`src/rtl/adc0808_responder_pkg.sv`:
```
// Shared types and constants for the ADC0808 bus-functional responder.
// Holds the FSM state encoding and the channel slice geometry.
package adc_pkg;

  localparam int CH_W   = 8;
  localparam int NUM_CH = 8;
  localparam int ADDR_W = $clog2(NUM_CH);

  typedef enum logic [2:0] {
    IDLE  = 3'd0,
    CLEAR = 3'd1,
    DELAY = 3'd2,
    CONV  = 3'd3,
    DONE  = 3'd4
  } adc_state_e;

  typedef logic [NUM_CH-1:0][CH_W-1:0] ch_bank_t;

endpackage

```
`src/rtl/adc0808_responder_if.sv`:
```
// Pin-level bundle between an ADC0808 host (master) and the responder (slave).
interface adc_interface;
  import adc_pkg::*;

  logic              ale;
  logic              start;
  logic              oe;
  logic [ADDR_W-1:0] addr;
  ch_bank_t          ch_data;
  logic              eoc;
  logic [CH_W-1:0]   data_out;
  logic              data_drive;

  modport master (
    output ale, start, oe, addr, ch_data,
    input  eoc, data_out, data_drive
  );

  modport slave (
    input  ale, start, oe, addr, ch_data,
    output eoc, data_out, data_drive
  );

endinterface

```
`src/rtl/adc0808_responder.sv`:
```
// Cycle-accurate ADC0808 model: address latch, start/abort FSM, sample-and-hold
// at conversion begin, and registered eoc / data_out / data_drive pins.
module adc0808_responder
  import adc_pkg::*;
#(
  parameter int CONV_CYCLES = 64,
  parameter int EOC_DELAY   = 8
) (
  input  logic         clk,
  input  logic         reset,
  adc_interface.slave  bus
);

  localparam int DW = (EOC_DELAY   > 1) ? $clog2(EOC_DELAY)   : 1;
  localparam int CW = (CONV_CYCLES > 1) ? $clog2(CONV_CYCLES) : 1;
  localparam logic [DW-1:0] DLY_LOAD  = DW'(EOC_DELAY - 1);
  localparam logic [CW-1:0] CONV_LOAD = CW'(CONV_CYCLES - 1);

  adc_state_e        state_q,      state_d;
  logic              ale_prev_q,   ale_prev_d;
  logic              start_prev_q, start_prev_d;
  logic [ADDR_W-1:0] addr_q,       addr_d;
  logic [DW-1:0]     dly_cnt_q,    dly_cnt_d;
  logic [CW-1:0]     conv_cnt_q,   conv_cnt_d;
  logic [CH_W-1:0]   sample_q,     sample_d;
  logic [CH_W-1:0]   result_q,     result_d;
  logic              eoc_q,        eoc_d;
  logic [CH_W-1:0]   data_out_q,   data_out_d;
  logic              data_drive_q, data_drive_d;

  logic ale_rise, start_rise, start_fall;

  assign ale_rise   =  bus.ale   & ~ale_prev_q;
  assign start_rise =  bus.start & ~start_prev_q;
  assign start_fall = ~bus.start &  start_prev_q;

  always_comb begin
    state_d      = state_q;
    ale_prev_d   = bus.ale;
    start_prev_d = bus.start;
    addr_d       = addr_q;
    dly_cnt_d    = dly_cnt_q;
    conv_cnt_d   = conv_cnt_q;
    sample_d     = sample_q;
    result_d     = result_q;

    // Address latch is independent of the FSM, so a coincident start sees it.
    if (ale_rise) addr_d = bus.addr;

    case (state_q)
      IDLE, DONE: begin
        if (start_rise) begin
          state_d  = CLEAR;
          sample_d = '0;
        end
      end
      CLEAR: begin
        if (start_fall) begin
          state_d   = DELAY;
          dly_cnt_d = DLY_LOAD;
        end
      end
      DELAY: begin
        if (start_rise) begin
          state_d  = CLEAR;
          sample_d = '0;
        end else if (dly_cnt_q == '0) begin
          state_d    = CONV;
          sample_d   = bus.ch_data[addr_q];
          conv_cnt_d = CONV_LOAD;
        end else begin
          dly_cnt_d = dly_cnt_q - DW'(1);
        end
      end
      CONV: begin
        // Abort leaves the previous result visible; only completion updates it.
        if (start_rise) begin
          state_d  = CLEAR;
          sample_d = '0;
        end else if (conv_cnt_q == '0) begin
          state_d  = DONE;
          result_d = sample_q;
        end else begin
          conv_cnt_d = conv_cnt_q - CW'(1);
        end
      end
      default: state_d = IDLE;
    endcase

    eoc_d        = (state_d != CONV);
    data_out_d   = bus.oe ? result_q : '0;
    data_drive_d = bus.oe;
  end

  always_ff @(posedge clk or posedge reset) begin
    if (reset) begin
      state_q      <= IDLE;
      ale_prev_q   <= 1'b0;
      start_prev_q <= 1'b0;
      addr_q       <= '0;
      dly_cnt_q    <= '0;
      conv_cnt_q   <= '0;
      sample_q     <= '0;
      result_q     <= '0;
      eoc_q        <= 1'b1;
      data_out_q   <= '0;
      data_drive_q <= 1'b0;
    end else begin
      state_q      <= state_d;
      ale_prev_q   <= ale_prev_d;
      start_prev_q <= start_prev_d;
      addr_q       <= addr_d;
      dly_cnt_q    <= dly_cnt_d;
      conv_cnt_q   <= conv_cnt_d;
      sample_q     <= sample_d;
      result_q     <= result_d;
      eoc_q        <= eoc_d;
      data_out_q   <= data_out_d;
      data_drive_q <= data_drive_d;
    end
  end

  assign bus.eoc        = eoc_q;
  assign bus.data_out   = data_out_q;
  assign bus.data_drive = data_drive_q;

endmodule

```
`src/flat_wrapper.sv`:
```
// flat-port wrapper written by rule: the top's interface ports become plain ports
module adc0808_responder_flat import adc_pkg::*;
#(
  parameter int CONV_CYCLES = 64,
  parameter int EOC_DELAY   = 8
)
  (clk, reset, bus_ale, bus_start, bus_oe, bus_addr, bus_ch_data, bus_eoc, bus_data_out, bus_data_drive);
  adc_interface bus_i ();
  input  logic clk;
  input  logic reset;
  input wire logic [$bits(bus_i.ale)-1:0] bus_ale;
  input wire logic [$bits(bus_i.start)-1:0] bus_start;
  input wire logic [$bits(bus_i.oe)-1:0] bus_oe;
  input wire logic [$bits(bus_i.addr)-1:0] bus_addr;
  input wire logic [$bits(bus_i.ch_data)-1:0] bus_ch_data;
  output wire logic [$bits(bus_i.eoc)-1:0] bus_eoc;
  output wire logic [$bits(bus_i.data_out)-1:0] bus_data_out;
  output wire logic [$bits(bus_i.data_drive)-1:0] bus_data_drive;
  assign bus_i.ale = bus_ale;
  assign bus_i.start = bus_start;
  assign bus_i.oe = bus_oe;
  assign bus_i.addr = bus_addr;
  assign bus_i.ch_data = bus_ch_data;
  assign bus_eoc = bus_i.eoc;
  assign bus_data_out = bus_i.data_out;
  assign bus_data_drive = bus_i.data_drive;
  adc0808_responder #(.CONV_CYCLES(CONV_CYCLES), .EOC_DELAY(EOC_DELAY)) u_core (.clk(clk), .reset(reset), .bus(bus_i));
endmodule
```
`config.mk`:
```
export PLATFORM = sky130hd
export DESIGN_NAME = adc0808_responder_flat
export DESIGN_NICKNAME = d
export VERILOG_FILES = /design/src/rtl/adc0808_responder_pkg.sv /design/src/rtl/adc0808_responder_if.sv /design/src/rtl/adc0808_responder.sv /design/src/flat_wrapper.sv
export SDC_FILE = /design/constraint.sdc
export NUM_CORES = 1
export LEC_CHECK = 0
export CORE_UTILIZATION = 37
export DETAILED_ROUTE_END_ITERATION = 6
export PLACE_DENSITY = 0.69
export REMOVE_ABC_BUFFERS = 1
export SLEW_MARGIN = 0
export SYNTH_ARGS = -nofsm -noshare
export SYNTH_HDL_FRONTEND = slang
export SYNTH_SLANG_ARGS = --single-unit
```
`constraint.sdc`:
```
create_clock -name clk -period 2.7 [get_ports clk]
set_input_delay 0.27 -clock clk [delete_from_list [all_inputs] [get_ports clk]]
set_output_delay 0.27 -clock clk [all_outputs]
set_load 0.02 [all_outputs]
```
After elaboration in Yosys (flattened, before gate mapping) --
Cells that the tools add are included.
Word-level totals: output and inout port bits 10, register bits after elaboration 43, word-level logic and storage cells 69
Operators by class: multiplexer cells 23, $lt $le $gt $ge 1, bitwise gates (word level) 7, $add $sub $neg 2, reductions and logical operators 12, equal/unequal tests 13
Operators with widths (number):
- 8-bit 2-to-1 mux | 5
- 3-bit 2-to-1 mux | 9
- 8-bit binary-select mux with 3-bit select | 1
- 6-bit 2-to-1 mux | 4
- 8-bit one-hot mux with 2 select lines | 1
- 3-bit one-hot mux with 4 select lines | 1
- 6-bit one-hot mux with 2 select lines | 1
- 2-bit inequality test (second input constant) | 4
- 3-bit by 2-bit equality test with 1-bit output (second input constant) | 2
- 3-bit zero test | 2
- 6-bit zero test | 1
- 2-bit by 1-bit inequality test with 1-bit output (second input constant) | 3
- 3-bit one-hot mux with 2 select lines | 1
- 3-bit AND reduction | 2
- 2-bit nonzero test | 3
- 6-bit by 1-bit subtractor with 6-bit output (second input constant) | 1
- 5-bit AND reduction | 1
- 3-bit by 4-bit < comparator with 1-bit output (second input constant) | 1
- 1-bit inverter | 4
- 4-bit AND reduction | 1
- 1-bit bitwise AND | 3
- 3-bit by 1-bit equality test with 1-bit output (second input constant) | 1
- 3-bit equality test (second input constant) | 1
- 3-bit by 1-bit inequality test with 1-bit output (second input constant) | 1
- other kinds (4) | 4

Logic depth before layout (Yosys ltp) --
depth in word-level cells 5, gate-level depth with buffers 7, depth with buffers taken out 6

Worst setup path after synthesis --
OpenSTA, ideal clock, no wires.
path type register -> register, start register u_core.conv_cnt_q[0], end register u_core.result_q[0], library setup time 125 ps, clock period less this slack 1784 ps, arrival time 1659 ps, path buffers 0, stages on the path, launching flop included 7, setup slack 916 ps, cells stage by stage dfrtp_1 -> inv_1 -> ha_1 -> nor4b_4 -> nand2_2 -> nor3_4 -> mux2_2
Between the ends: cells in the longest elaborated chain, start to end 2
Ends and longest elaborated chain:
- start: declaration | line adc0808_responder.sv:24 | logic [CW-1:0] conv_cnt_q, conv_cnt_d;
- start signal: assignment | line adc0808_responder.sv:114 | conv_cnt_q <= conv_cnt_d;
- 6-bit zero test | line adc0808_responder.sv:80 | end else if (conv_cnt_q == '0) begin
- 3-bit AND reduction (no line)
- end signal: assignment | line adc0808_responder.sv:116 | result_q <= result_d;
- end: declaration | line adc0808_responder.sv:26 | logic [CH_W-1:0] result_q, result_d;
Every way passes these cells. A chain may end at the register's enable or synchronous reset.

Final worst setup path --
start register u_core.dly_cnt_q[0], end register u_core.sample_q[3]
Between the ends: cells in the longest elaborated chain, start to end 3
Ends and longest elaborated chain:
- start: declaration | line adc0808_responder.sv:23 | logic [DW-1:0] dly_cnt_q, dly_cnt_d;
- start signal: assignment | line adc0808_responder.sv:113 | dly_cnt_q <= dly_cnt_d;
- 3-bit zero test | line adc0808_responder.sv:67 | end else if (dly_cnt_q == '0) begin
- 3-bit by 1-bit inequality test with 1-bit output (no line)
- 3-bit AND reduction (no line)
- end signal: assignment | line adc0808_responder.sv:115 | sample_q <= sample_d;
- end: declaration | line adc0808_responder.sv:25 | logic [CH_W-1:0] sample_q, sample_d;
Every way passes these cells.

==> out/summary.txt <==
DRT iter0 DRCs = 81
Final WL = 5.504 mm
XOR/XNOR Fraction of Synth Area = 0
Mux contribution to synthesized area = 0.2398
Max layer used = met4
Core area = 6350 um2
Normalized max-slew margin = 0.2641
Hold/Removal Path Class = input port to async pin
Placed inst area = 3291 um2
# setup viols final = 0
Period utilization = 0.7587
Cts bufs inserted = 5
CTS root buffer = clkbuf_8
DR WL met3 = 273 um
Fin Clk Skew = 0.008848 ns
Status = complete, no violations
Post-Layout Inst Area = 3383 um2
Pre-antenna DRT Iters = 4
Pre-CTS WS = 0.5659 ns
Area grow syn2layout = 39.74%
Via Count = 1815
CTS hold repair buffers = 0
Drt drc = 0
Crit Path Max Fanout = 13
Post-Syn Instances = 179
RSZ-0062 raised after global routing = false
Share of cells above drive strength 1 = 0.1331
WL per Instance = 16.19 um
First-pass GRT wire length = 8.887 mm
Post-Syn Area = 2421 um2
IO Pins = 82
Die X = 82.89 um
FILL cells = 540
PwrDens = 516.2 nW/um2
Fmax = 0.4882 GHz
Final Power = 1.746 mW
Vias per Instance = 5.338
Total gr overflow = 0
R2r worst-path depth = 6
Total track usage = 0.1660
Worst Slack Setup Final = 0.6515 ns
Seq cells post-synth = 43
Largest family of logic cells by synthesized area = multiplexers
Clk slew on worst S/H paths = 0.09 ns
Crit start category = flop
Met1 WL = 2.421 mm
Prevailing post-synth register cell = dfrtp_1
Pins Over Slew Limit = 0
Top cell type's share of synthesized area = 0.4341
Routed wl met2 = 2.708 mm
Leakage = 1.452 nW
Final ANT Viol Nets = 0
Async SR Flop Fraction = 1.000
Fin nets = 337
Gp weighted congestion = 0.7251
Final setup TNS = 0 ns
Final Hold Viols = 0
Yosys top cell by area = dfrtp_1
Standard-cell rows = 29
Count of cell types in the netlist = 46
Die Footprint = 6871 um2
Syn Area/Cell = 13.53 um2
H-Tree Depth = 2
Critical Path AT = 2.29 ns
Seq/Total Area, Yosys = 0.4450
VDD IR max = 0.2660 mV
Final min period = 2.049 ns
PortBufs = 81
Hold Slack = 0.4200 ns
Skew-Pair Late Insertion Delay = 0.30 ns
Deepest clock path buffer count = 2
Initial cell density of the core = 0.3813
Gates resized, CTS repair = 0
Adder-cell share of the synthesized area = 0.01964
Die height = 82.89 um
Clock sinks = 43
Ys Warns = 0
Diode count = 0
Largest net degree at the start of global routing = 32
Critical path endpoint category = flop
Via count of the first global-routing pass = 1832
Initial antenna violation count = 0
Max-cap violations = 0
HPWL Detailed = 4.293 mm
Setup bufs post-CTS = 0
Crit path kind = flop to flop
Post-synthesis simple-gate area fraction = 0.1633
Compound-Gate Fraction of Synth Area = 0.09819
CTS tree = done
Data required time of the worst path = 2.95 ns
Number of synthesized flops with an enable pin = 0
Synth top area cells = dfrtp_1, mux4_1, mux2_2
Worst Max-Slew Pin Slew = 1.097 ns
[report_power, final]
part           internal (mW)  switching [mW]
sequential             0.721           0.140
clock                  0.185           0.235
combinational          0.288           0.177
total                   1.19           0.552
[placed cells by master (no fill, tap or decap), drive strengths merged, types with 5 or more instances in the layout]
master	n
a21oi	7
nor3	7
clkdlybuf4s50	81
clkbuf	5
mux4	16
nor2b	5
a221o	8
and2	9
inv	8
and3	8
dfrtp	42
mux2	11
[metrics by stage]
step | std cells | utilization
after detailed placement | 332 | 0.5182
after global placement | 332 | 0.5182
final | 340 | 0.5328
after CTS | 340 | 0.5328
after global routing | 340 | 0.5328
after floorplan | 172 | -
[path summary, 6_finish.rpt]
path	from	to	slack, ns
worst max-delay path	u_core.dly_cnt_q[0]	u_core.sample_q[3]	0.65
worst min-delay path	reset	u_core.bus.data_out[1]	0.42
worst min register to register	u_core.dly_cnt_q[0]	u_core.dly_cnt_q[0]	0.49
min in group clk	bus_ale	u_core.ale_prev_q	0.43
worst max register to register	u_core.dly_cnt_q[0]	u_core.sample_q[3]	0.65
max in group asynchronous	reset	u_core.bus.data_out[0]	1.65
[metal layers]
layer  up-vias  track usage
met5         -            0
met4         0      0.06426
met3         9      0.03976
met2        61       0.2712
met1       870       0.2135
li1        875            -
[synth_stat cells (all sizes together) (2+ instances only)]
library cell and n:
and2 9, mux4 16, and3 8, a31oi 2, a22oi 3, dfrtp 42, mux2 11, a21oi 7
nor3 7, nand4 3, clkbuf 4, mux2i 4, a21o 2, ha 3, nand2 3, buf 3
nand3 3, inv 8, nor4 4, a31o 2, nand2b 2, a221o 8, nor2b 5, nor2 4
or3b 2, o21ai 4
[critical path, stage by stage, from the launching register on]
cell and delay [ns]:
dfrtp_1 0.40, inv_1 0.09, ha_1 0.16, or3b_4 0.42, nor3_2 0.54, and3_1 0.28
a221o_1 0.10
[cell families after synthesis]
group                    Yosys count
AND/OR/NAND/NOR                   54
flip-flops                        43
AO/OA/AOI/OAI                     32
multiplexers                      31
buffers and inverters             15
adder cells (fa/ha/maj)            4
[cell type report]
cell class,count,area (um2),area share
Tap cell,77,96.34,0.02848
Clock buffer,5,68.82,0.02034
Clock inverter,3,23.77,0.007027
Timing Repair Buffer,83,825.8,0.2441
Sequential cell,43,1077,0.3184
Multi-Input combinational cell,121,1261,0.3728
Inverter,8,30.03,0.008876
[sequential cells by signal, indices dropped and copies added, names as in the netlist]
signal,flops
u_core.bus.data_out,8
u_core.result_q,8
u_core.sample_q,8
u_core.conv_cnt_q,6
u_core.addr_q,3
u_core.dly_cnt_q,3
u_core.state_q,3
u_core.ale_prev_q,1
u_core.bus.data_drive,1
u_core.bus.eoc,1
u_core.start_prev_q,1
Note: power is estimated with default switching activity, not from simulation.
==> edit: new RTL, same flow settings <==
Re-encode `adc_state_e` (5 states) as Gray code, 3 bits wide.
--- a/src/rtl/adc0808_responder_pkg.sv
+++ b/src/rtl/adc0808_responder_pkg.sv
@@ -9,7 +9,7 @@
   typedef enum logic [2:0] {
-    IDLE  = 3'd0,
-    CLEAR = 3'd1,
-    DELAY = 3'd2,
-    CONV  = 3'd3,
-    DONE  = 3'd4
+    IDLE  = 3'b000,
+    CLEAR = 3'b001,
+    DELAY = 3'b011,
+    CONV  = 3'b010,
+    DONE  = 3'b110
   } adc_state_e;
Function: same outputs for any inputs over 10 cycles, from zero or initial values and one cycle with reset high; not proved beyond that.
==> edit against the unedited design <==
- final area decreased by 2.5%
- fmax decreased by 15%
- sequential cell count unchanged
- wire length decreased by 3.4%
- total power increased by 1.1%
- setup slack got worse by 350 ps
- combinational power increased by 4.3%
- area after synthesis decreased by 4.4%
- utilization increased by 1.8 points
- sequential power increased by 1%
- highest routed layer unchanged
==> edit: results <==
export IMPL_crit_fanout=8
export IMPL_route_met3_wl_um=241
export IMPL_status="completed"
export IMPL_synthTopCellsByCount="dfrtp_1, mux4_2, nor2b_1"
export IMPL_hold_worst_slack_ps=297
export IMPL_vias=1783
export IMPL_max_slew_margin=0.496
export IMPL_regToRegSetupSlack_ps=300
export IMPL_crit_start="u_core.conv_cnt_q[0]"
export IMPL_swShare=0.286
export IMPL_vias_per_cell=5.24
export IMPL_comb_power_share=0.274
export IMPL_dpl_hpwl_mm=4.15
export IMPL_grt_max_degree=20
export IMPL_drt_wl_total_mm=5.32
export IMPL_grt_util_met2=0.313
export IMPL_first_iter_violations=92
export IMPL_wl_met2_mm=2.64
export IMPL_fin_skew_ps=8.44
export IMPL_power_switching_mw=0.506
export IMPL_wl_met1_mm=2.38
export IMPL_place_congestion=0.793
export IMPL_critical_path_slowest_cell="or4_4"
export IMPL_drive_gt1_frac=0.174
export IMPL_ys_seq_area_frac=0.466
export IMPL_gr_usage_all_layers=0.178
export IMPL_fillers=521
export IMPL_grt_pass1_vias=1900
export IMPL_fin_nets=339
export IMPL_syn_mean_instance_area_sq_um=12.8
export IMPL_dpl_cell_area_sq_um=3210
export IMPL_synthDistinctLibCells=45
[edit: final cells by class]
class                   count  area (sq um)  share of cell area
clock buffers               7          86.3              0.0262
well taps                  75          93.8              0.0285
inverters                   6          22.5             0.00683
repair buffers             86           848               0.257
multi-input cells         122          1160               0.353
flip-flops and latches     43          1080               0.327
clock inverters             1          5.00             0.00152
[edit: kinds of logic (layout without fill, tap and decap cells)]
family,count (synthesis),in the layout,synth area share
simple gates,53,53,0.140
compound gates,37,37,0.117
flops,43,43,0.466
buf+inv,16,100,0.0308
mux,28,28,0.227
fa+ha+maj,4,4,0.0206
[edit: how the worst max path moves through the flow]
stage,endpoint,slack (ps),depth (start not counted)
6_report,u_core.result_q[4],300,6
5_1_grt,u_core.conv_cnt_q[1],200,6
4_1_cts,u_core.result_q[2],300,6
3_5_place_dp,u_core.result_q[2],310,6
3_3_place_gp,u_core.result_q[7],360,6
2_1_floorplan,u_core.result_q[0],410,6
